### src/rtl/spi_bus_arbiter_pkg.sv
`default_nettype none
// ============================================================================
//  Module      : spi_bus_arbiter_pkg
//  Description : Shared types and constants for the SPI bus arbiter: FSM
//                state encoding, requester indices and timing defaults.
//  Revision    : 1.0 - initial release
// ============================================================================
package spi_bus_arbiter_pkg;

    // Arbiter sequencing states
    typedef enum logic [2:0] {
        ST_IDLE  = 3'd0,
        ST_SETUP = 3'd1,
        ST_XFER  = 3'd2,
        ST_DRAIN = 3'd3,
        ST_HOLD  = 3'd4,
        ST_GAP   = 3'd5
    } spi_state_e;

    // Requester indices into the per-requester buses
    localparam int DISP = 0;
    localparam int KBD  = 1;

    // Default chip-select timing, in i_Clk cycles
    localparam int CS_SETUP_CLKS_DEF = 2;
    localparam int CS_HOLD_CLKS_DEF  = 2;
    localparam int GAP_CLKS_DEF      = 1;

    // Bits needed to count 0 .. n-1 (at least one bit)
    function automatic int cnt_width(input int n);
        return (n > 1) ? $clog2(n) : 1;
    endfunction

endpackage
`default_nettype wire

### src/rtl/spi_bus_arbiter_rr_pick.sv
`default_nettype none
// ============================================================================
//  Module      : spi_rr_pick
//  Description : Two-way combinational round-robin picker. On a tie the
//                requester that was not granted last time wins.
//  Revision    : 1.0 - initial release
// ============================================================================
module spi_rr_pick
    import spi_bus_arbiter_pkg::*;
(
    input  logic [1:0] i_req,
    input  logic       i_last,   // index of the requester granted last
    output logic [1:0] o_gnt
);

    // One-hot winner selection
    always_comb begin
        o_gnt = 2'b00;
        case (i_req)
            2'b01:   o_gnt[DISP] = 1'b1;
            2'b10:   o_gnt[KBD]  = 1'b1;
            2'b11:   o_gnt = i_last ? 2'b01 : 2'b10;
            default: o_gnt = 2'b00;
        endcase
    end

endmodule
`default_nettype wire

### src/rtl/spi_bus_arbiter.sv
`default_nettype none
// ============================================================================
//  Module      : spi_bus_arbiter
//  Description : Shares one SPI master between a display and a keyboard.
//                Grants whole bursts round-robin, frames each burst with
//                chip-select setup/hold/gap timing and forwards bytes to the
//                master with one cycle of latency.
//  Revision    : 1.0 - initial release
// ============================================================================
module spi_bus_arbiter
    import spi_bus_arbiter_pkg::*;
#(
    parameter int CS_SETUP_CLKS = CS_SETUP_CLKS_DEF,
    parameter int CS_HOLD_CLKS  = CS_HOLD_CLKS_DEF,
    parameter int GAP_CLKS      = GAP_CLKS_DEF
) (
    input  logic        i_Clk,
    input  logic        i_Rst_L,
    input  logic [1:0]  i_Req,
    output logic [1:0]  o_Gnt,
    input  logic [15:0] i_TX_Byte,
    input  logic [1:0]  i_TX_DV,
    input  logic [1:0]  i_Last,
    input  logic [1:0]  i_DC,
    output logic [1:0]  o_TX_Ready,
    output logic [1:0]  o_RX_DV,
    output logic [7:0]  o_RX_Byte,
    output logic [7:0]  o_SPI_TX_Byte,
    output logic        o_SPI_TX_DV,
    input  logic        i_SPI_TX_Ready,
    input  logic        i_SPI_RX_DV,
    input  logic [7:0]  i_SPI_RX_Byte,
    output logic [1:0]  o_CS_n,
    output logic        o_DC
);

    // One shared counter wide enough for the longest timed state
    localparam int c_CNT_MAX = (CS_SETUP_CLKS > CS_HOLD_CLKS)
                             ? ((CS_SETUP_CLKS > GAP_CLKS) ? CS_SETUP_CLKS : GAP_CLKS)
                             : ((CS_HOLD_CLKS  > GAP_CLKS) ? CS_HOLD_CLKS  : GAP_CLKS);
    localparam int c_CNT_W   = cnt_width(c_CNT_MAX);

    localparam logic [c_CNT_W-1:0] c_SETUP_LAST = c_CNT_W'(CS_SETUP_CLKS - 1);
    localparam logic [c_CNT_W-1:0] c_HOLD_LAST  = c_CNT_W'(CS_HOLD_CLKS - 1);
    localparam logic [c_CNT_W-1:0] c_GAP_LAST   = c_CNT_W'(GAP_CLKS - 1);
    localparam logic [c_CNT_W-1:0] c_CNT_ONE    = c_CNT_W'(1);

    spi_state_e           state_q, state_d;
    logic [c_CNT_W-1:0]   cnt_q, cnt_d;
    logic [1:0]           gnt_q, gnt_d;
    logic                 last_gnt_q, last_gnt_d;   // 0 = display, 1 = keyboard
    logic                 pend_q, pend_d;           // byte handed over, master not yet busy
    logic                 tx_dv_q, tx_dv_d;
    logic [7:0]           tx_byte_q, tx_byte_d;
    logic                 dc_q, dc_d;

    logic [1:0]           w_pick;
    logic                 w_accept;
    logic                 w_last_g;
    logic                 w_dc_g;
    logic [7:0]           w_sel_byte;

    spi_rr_pick u_rr_pick (
        .i_req  (i_Req),
        .i_last (last_gnt_q),
        .o_gnt  (w_pick)
    );

    // Only the owner may push a byte, and only while the master is free
    assign o_TX_Ready = (state_q == ST_XFER && i_SPI_TX_Ready && !pend_q) ? gnt_q : 2'b00;
    assign w_accept   = |(i_TX_DV & o_TX_Ready);
    assign w_last_g   = |(i_Last & gnt_q);
    assign w_dc_g     = |(i_DC & gnt_q);
    assign w_sel_byte = gnt_q[KBD] ? i_TX_Byte[15:8] : i_TX_Byte[7:0];

    assign o_Gnt         = gnt_q;
    assign o_CS_n        = ~gnt_q;   // chip select is low exactly while granted
    assign o_RX_DV       = i_SPI_RX_DV ? gnt_q : 2'b00;
    assign o_RX_Byte     = i_SPI_RX_Byte;
    assign o_SPI_TX_Byte = tx_byte_q;
    assign o_SPI_TX_DV   = tx_dv_q;
    assign o_DC          = dc_q;

    // Next-state, byte capture and chip-select sequencing
    always_comb begin
        state_d    = state_q;
        cnt_d      = cnt_q;
        gnt_d      = gnt_q;
        last_gnt_d = last_gnt_q;
        pend_d     = pend_q;
        tx_dv_d    = 1'b0;
        tx_byte_d  = tx_byte_q;
        dc_d       = dc_q;

        // The master dropping ready means it has taken the pending byte
        if (w_accept) begin
            tx_dv_d   = 1'b1;
            tx_byte_d = w_sel_byte;
            dc_d      = w_dc_g;
            pend_d    = 1'b1;
        end else if (!i_SPI_TX_Ready) begin
            pend_d    = 1'b0;
        end

        case (state_q)
            ST_IDLE: begin
                if (|i_Req) begin
                    gnt_d      = w_pick;
                    last_gnt_d = w_pick[KBD];
                    cnt_d      = '0;
                    state_d    = (CS_SETUP_CLKS == 0) ? ST_XFER : ST_SETUP;
                end
            end
            ST_SETUP: begin
                if (cnt_q == c_SETUP_LAST) begin
                    cnt_d   = '0;
                    state_d = ST_XFER;
                end else begin
                    cnt_d   = cnt_q + c_CNT_ONE;
                end
            end
            ST_XFER: begin
                if (w_accept && w_last_g) begin
                    state_d = ST_DRAIN;
                end
            end
            ST_DRAIN: begin
                // Last byte is done once the master went busy and came back
                if (!pend_q && i_SPI_TX_Ready) begin
                    cnt_d = '0;
                    if (CS_HOLD_CLKS != 0) begin
                        state_d = ST_HOLD;
                    end else begin
                        gnt_d   = 2'b00;
                        state_d = (GAP_CLKS != 0) ? ST_GAP : ST_IDLE;
                    end
                end
            end
            ST_HOLD: begin
                if (cnt_q == c_HOLD_LAST) begin
                    cnt_d   = '0;
                    gnt_d   = 2'b00;
                    state_d = (GAP_CLKS != 0) ? ST_GAP : ST_IDLE;
                end else begin
                    cnt_d   = cnt_q + c_CNT_ONE;
                end
            end
            ST_GAP: begin
                if (cnt_q == c_GAP_LAST) begin
                    cnt_d   = '0;
                    state_d = ST_IDLE;
                end else begin
                    cnt_d   = cnt_q + c_CNT_ONE;
                end
            end
            default: begin
                gnt_d   = 2'b00;
                cnt_d   = '0;
                state_d = ST_IDLE;
            end
        endcase
    end

    // State and output registers; reset abandons any pending byte
    always_ff @(posedge i_Clk or negedge i_Rst_L) begin
        if (!i_Rst_L) begin
            state_q    <= ST_IDLE;
            cnt_q      <= '0;
            gnt_q      <= 2'b00;
            last_gnt_q <= 1'b1;      // keyboard "last" so display wins first
            pend_q     <= 1'b0;
            tx_dv_q    <= 1'b0;
            tx_byte_q  <= 8'h00;
            dc_q       <= 1'b0;
        end else begin
            state_q    <= state_d;
            cnt_q      <= cnt_d;
            gnt_q      <= gnt_d;
            last_gnt_q <= last_gnt_d;
            pend_q     <= pend_d;
            tx_dv_q    <= tx_dv_d;
            tx_byte_q  <= tx_byte_d;
            dc_q       <= dc_d;
        end
    end

endmodule
`default_nettype wire

### config.mk
export PLATFORM = sky130hd
export DESIGN_NAME = spi_bus_arbiter
export DESIGN_NICKNAME = d
export VERILOG_FILES = /design/src/rtl/spi_bus_arbiter_pkg.sv /design/src/rtl/spi_bus_arbiter_rr_pick.sv /design/src/rtl/spi_bus_arbiter.sv
export SDC_FILE = /design/constraint.sdc
export NUM_CORES = 1
export LEC_CHECK = 0
export BUFFER_PORTS_ARGS = -buffer_cell sky130_fd_sc_hd__buf_4
export CORE_ASPECT_RATIO = 1.1
export CORE_UTILIZATION = 40
export CTS_BUF_LIST = sky130_fd_sc_hd__clkbuf_4 sky130_fd_sc_hd__clkbuf_8
export DETAILED_ROUTE_END_ITERATION = 8
export HOLD_SLACK_MARGIN = 0.06
export PLACE_DENSITY = 0.75
export SYNTH_ARGS = -nofsm -noshare
export SYNTH_HDL_FRONTEND = slang
export SYNTH_SLANG_ARGS = --single-unit
export TNS_END_PERCENT = 5
### constraint.sdc
create_clock -name i_Clk -period 3.7 [get_ports i_Clk]
set_clock_uncertainty 0.05 [all_clocks]
set_input_delay 0.37 -clock i_Clk [delete_from_list [all_inputs] [get_ports i_Clk]]
set_output_delay 0.37 -clock i_Clk [all_outputs]
set_load 0.02 [all_outputs]
## Yosys cells after proc, flatten, opt, wreduce, memory -nomap -nowiden

Cells that the tools add are included.

| word-level totals | value |
|---|---|
| register bits | 18 |
| input bits | 36 |
| output and inout port bits | 26 |
| word-level logic and storage cells | 70 |

| cells by class | value |
|---|---|
| add/sub/neg operators | 1 |
| eq/ne operators | 15 |
| mux-type cells | 24 |
| bitwise logic cells | 6 |
| reductions and logical operators | 16 |

Operators by type and width:

| cell | count |
|---|---|
| $mux 3 | 6 |
| $pmux 3 s6 | 1 |
| $mux 2 | 5 |
| $ne 2x2->1 const B | 5 |
| $reduce_or 2->1 | 5 |
| $mux 8 | 1 |
| $mux 1 | 7 |
| $and 2x2->2 | 3 |
| $eq 3x2->1 const B | 2 |
| $eq 3x3->1 const B | 2 |
| $pmux 2 s3 | 1 |
| $reduce_and 3->1 | 2 |
| $reduce_and 6->1 | 1 |
| $pmux 1 s5 | 1 |
| $eq 2x2->1 const B | 2 |
| $logic_and 1x1->1 | 4 |
| $ne 2x1->1 const B | 2 |
| $pmux 1 s2 | 2 |
| $reduce_or 4->1 | 1 |
| $eq 3x1->1 const B | 1 |
| $logic_not 3->1 | 1 |
| $eq 2x1->1 const B | 1 |
| $not 1->1 | 2 |
| $not 2->2 | 1 |
| 3 further kinds | 3 |

## Logic depth before layout (Yosys ltp)

| logic depth | value |
|---|---|
| word-level depth | 9 |
| mapped depth | 5 |
| depth with buffers taken out | 3 |

## By module

A second synthesis with hierarchy kept.

| unflattened totals | value |
|---|---|
| cell total of the unflattened synthesis | 95 |
| area, all modules | 1071.0 um^2 |

Modules (own cells, without submodules):

| module | times used | cells an instance | area an instance (um^2) | sequential area each (um^2) |
|---|---|---|---|---|
| spi_bus_arbiter | 1 | 92 | 1052.3 | 451.7 |
| spi_rr_pick | 1 | 3 | 18.8 | 0.0 |

## Least setup slack after synthesis

OpenSTA, ideal clock, no wires.

| path | value |
|---|---|
| path type | register -> output |
| from | reg gnt_q[1], in the netlist o_Gnt[1] |
| to | out o_TX_Ready[1] |
| arrival time | 1.620 ns |
| data required time | 3.280 ns |
| slack | 1.660 ns |
| stages on the path, launching flop included | 4 |
| path buffers | 1 |
| cell sequence | dfrtp_1 > buf_2 > inv_1 > nor4_1 |

| on the way | value |
|---|---|
| longest elaborated chain between the ends | 1 |

Ends and longest elaborated chain:

| element | line | source |
|---|---|---|
| from (decl) | spi_bus_arbiter.sv:50 | `logic [1:0] gnt_q, gnt_d;` |
| from (signal assigned) | spi_bus_arbiter.sv:178 | `gnt_q <= gnt_d;` |
| $mux 2 | spi_bus_arbiter.sv:70 | `assign o_TX_Ready = (state_q == ST_XFER && i_SPI_TX_Ready && !pend_q) ? gnt_q : 2'b00;` |
| to (decl) | spi_bus_arbiter.sv:25 | `output logic [1:0] o_TX_Ready,` |

Every way passes these cells.

## Final worst setup path

Same ends and word-level chain as after synthesis.

==> flow_metrics.tcl <==
set metrics [dict create \
    die_w_um 51.08 \
    antenna_cells 0 \
    layout-drive-gt1-share_pct 55.73 \
    detail_route.wl_per_cell_um 14.54 \
    cp_max_fo 14 \
    clock-root-buffer "clkbuf_4" \
    port_buffers 45 \
    dpl.hpwl_um 1800 \
    relSlewSlack_pct 50.14 \
    regArea_um2 451.7 \
    arrival_ns 1.72 \
    synth_edf_count 0 \
    place_congestion 0.8002 \
    grt_pass1_wl_um 3822 \
    clk_latency_ns 0.29 \
    clock-sinks 18 \
    cts_tree "yes" \
    ys_warn_count 0 \
    dr.pass1.iters 4 \
    path_class "reg2out" \
    cts_max_level 1 \
    period_minus_slack_ns 2.145 \
    syn_area_um2 1060 \
    p_total_w 0.001055 \
    track_usage_pct 18.20 \
    async_reset_ff_share_pct 100.0 \
    drc 0 \
    clockBufferDepth 2 \
    cp_slowest_cell "dfrtp_1" \
    fp-row-count 19 \
    ys_seq_elements 18 \
    setup_slack_ns 1.556 \
    endpoint_kind "output port" \
    ios 62 \
    synth_seq_area_share_pct 42.62 \
    maxSlewViolCount 0 \
    multiInputGateArea_um2 496.7 \
    final_hold_viol_count 0 \
    path_cells "inv_1, nor4_1, buf_4" \
    leakage_nw 0.6487 \
    routed_wl_um 2355 \
    place_inst 157 \
    netlist_instances 95 \
    dpl_worst_slack_ns 1.666 \
    grt_overflow 0 \
    synth.net_count 131 \
    vdd_drop_max_v 0.0004173 \
    drv_cap 0 \
    finalSetupViolations 0 \
    nFillCells 215 \
    core_area_um2 2496 \
    cts_buffers 3 \
    slowest_delay_ns 0.68 \
    start_kind "flop" \
    die_h_um 55.99 \
    nNetsFinal 168 \
    synth_top_flop_cell "dfrtp_1" \
    antenna_found_initial 0 \
    hold_class "in2reg" \
    vias 848 \
    drt_iter0_drc 11 \
    path_clk_slew_ns 0.11 \
    max_freq_ghz 0.4663 \
    finalCritPeriodShare_pct 57.96 \
    power_density_nw_per_um2 765.1 \
    grt_max_degree 19 \
    tns_ns 0 \
    worst_slew_pin_slew_ns 0.7423 \
    status "finished clean" \
    cp.required_ns 3.28 \
    viasPerCell 5.235 \
    avgSynthCellArea_um2 11.16 \
    synth_cell_type_count 34 \
    grt_pass1_vias 831 \
    initial_core_util_pct 42.46 \
    final_antenna_net_count 0 \
    area_delta_synth_final_pct 30.11 \
    die-area_um2 2859 \
    rsz0062_at_grt "false" \
    fin_cells 162 \
]
-- final cells by class --
type | count | share of cell area [%]
Tap cell | 31 | 2.813
Sequential cell | 18 | 32.76
Timing Repair Buffer | 46 | 25.23
Clock buffer | 4 | 2.632
Multi-Input combinational cell | 61 | 36.03
Inverter | 2 | 0.5445
-- metal layers --
layer  global-route usage [%]  share of wire [%]
met1                    21.72                 41
met2                    27.44                 49
met3                    6.557                8.0
met4                    11.11                1.5
met5                        0                  0
-- stage by stage --
step / hold WS [ns] / util [%] / area, µm²
6_report: 0.2232 / 55.24 / 1379
2_1_floorplan: 0.02441 / - / 1060
3_5_place_dp: 0.2054 / 53.38 / 1333
5_1_grt: 0.2145 / 55.24 / 1379
3_3_place_gp: 0.2012 / 53.38 / 1333
4_1_cts: 0.2181 / 55.24 / 1379
-- registers in the layout, indices dropped and copies added (netlist names) --
register	cells
cnt_q	1
last_gnt_q	1
o_DC	1
o_Gnt	2
o_SPI_TX_Byte	8
o_SPI_TX_DV	1
pend_q	1
state_q	3
-- report_power, final --
| group | switching, W | internal, W |
|---|---|---|
| Combinational | 0.000244 | 0.000279 |
| Clock | 0.0000612 | 0.0000599 |
| Sequential | 0.000124 | 0.000287 |
| Total | 0.000430 | 0.000625 |
-- what timing repair did --
action,CTS,global route
hold endpoints to repair,17,0
gates resized for setup,0,0
hold buffers,1,0
setup buffers,0,0
-- path summary, 6_finish.rpt --
| path | slack [ns] | start | end | depth (start not counted) |
|---|---|---|---|---|
| min | 0.22 | i_Req[0] | last_gnt_q$_DFFE_PN1P_ | 2 |
| min in group asynchronous | 0.41 | i_Rst_L | o_SPI_TX_Byte[6]$_DFFE_PN0P_ | 2 |
| min reg2reg | 0.47 | o_SPI_TX_Byte[7]$_DFFE_PN0P_ | o_SPI_TX_Byte[7]$_DFFE_PN0P_ | 1 |
| max | 1.56 | o_Gnt[1]$_DFFE_PN0P_ | o_TX_Ready[1] | 3 |
| max reg2reg | 1.68 | o_Gnt[1]$_DFFE_PN0P_ | o_SPI_TX_Byte[2]$_DFFE_PN0P_ | 3 |
| max in group asynchronous | 2.93 | i_Rst_L | last_gnt_q$_DFFE_PN1P_ | 2 |
-- kinds of logic after synthesis --
logic type / Yosys count / share of synthesized area, %
simple gates: 24 / 15.58
compound gates: 19 / 12.40
flops: 18 / 42.62
mux: 17 / 18.06
buf+inv: 16 / 10.51
xor+xnor: 1 / 0.8266
-- placed cells by master (no fill, tap or decap), types with 2 or more instances in the layout --
cell	n
nor2_1	2
nand2b_1	3
a22o_1	2
buf_4	45
and2_1	2
mux2_2	17
clkbuf_4	3
a22oi_1	2
dfrtp_1	17
nand3b_1	3
inv_1	2
nor4_1	2
o21bai_1	2
nand2_1	3
nand3_1	2
o21ai_0	4
a21oi_1	3
-- cell usage after synthesis, types with 3 or more instances --
cell type	n	share of area, %
nand3b_1	3	2.1
mux2_2	17	18
nand2_1	3	1.1
a21oi_1	3	1.4
buf_4	9	6.4
nand2b_1	3	1.8
dfrtp_1	17	40
o21ai_0	4	1.9
-- critical path: cells and delay by family, from the launching register on --
kind	cells	cell delay, ns
buf+inv	2	0.38
simple gates	1	0.37
flops	1	0.68
Power figures use the tool's default switching activity.
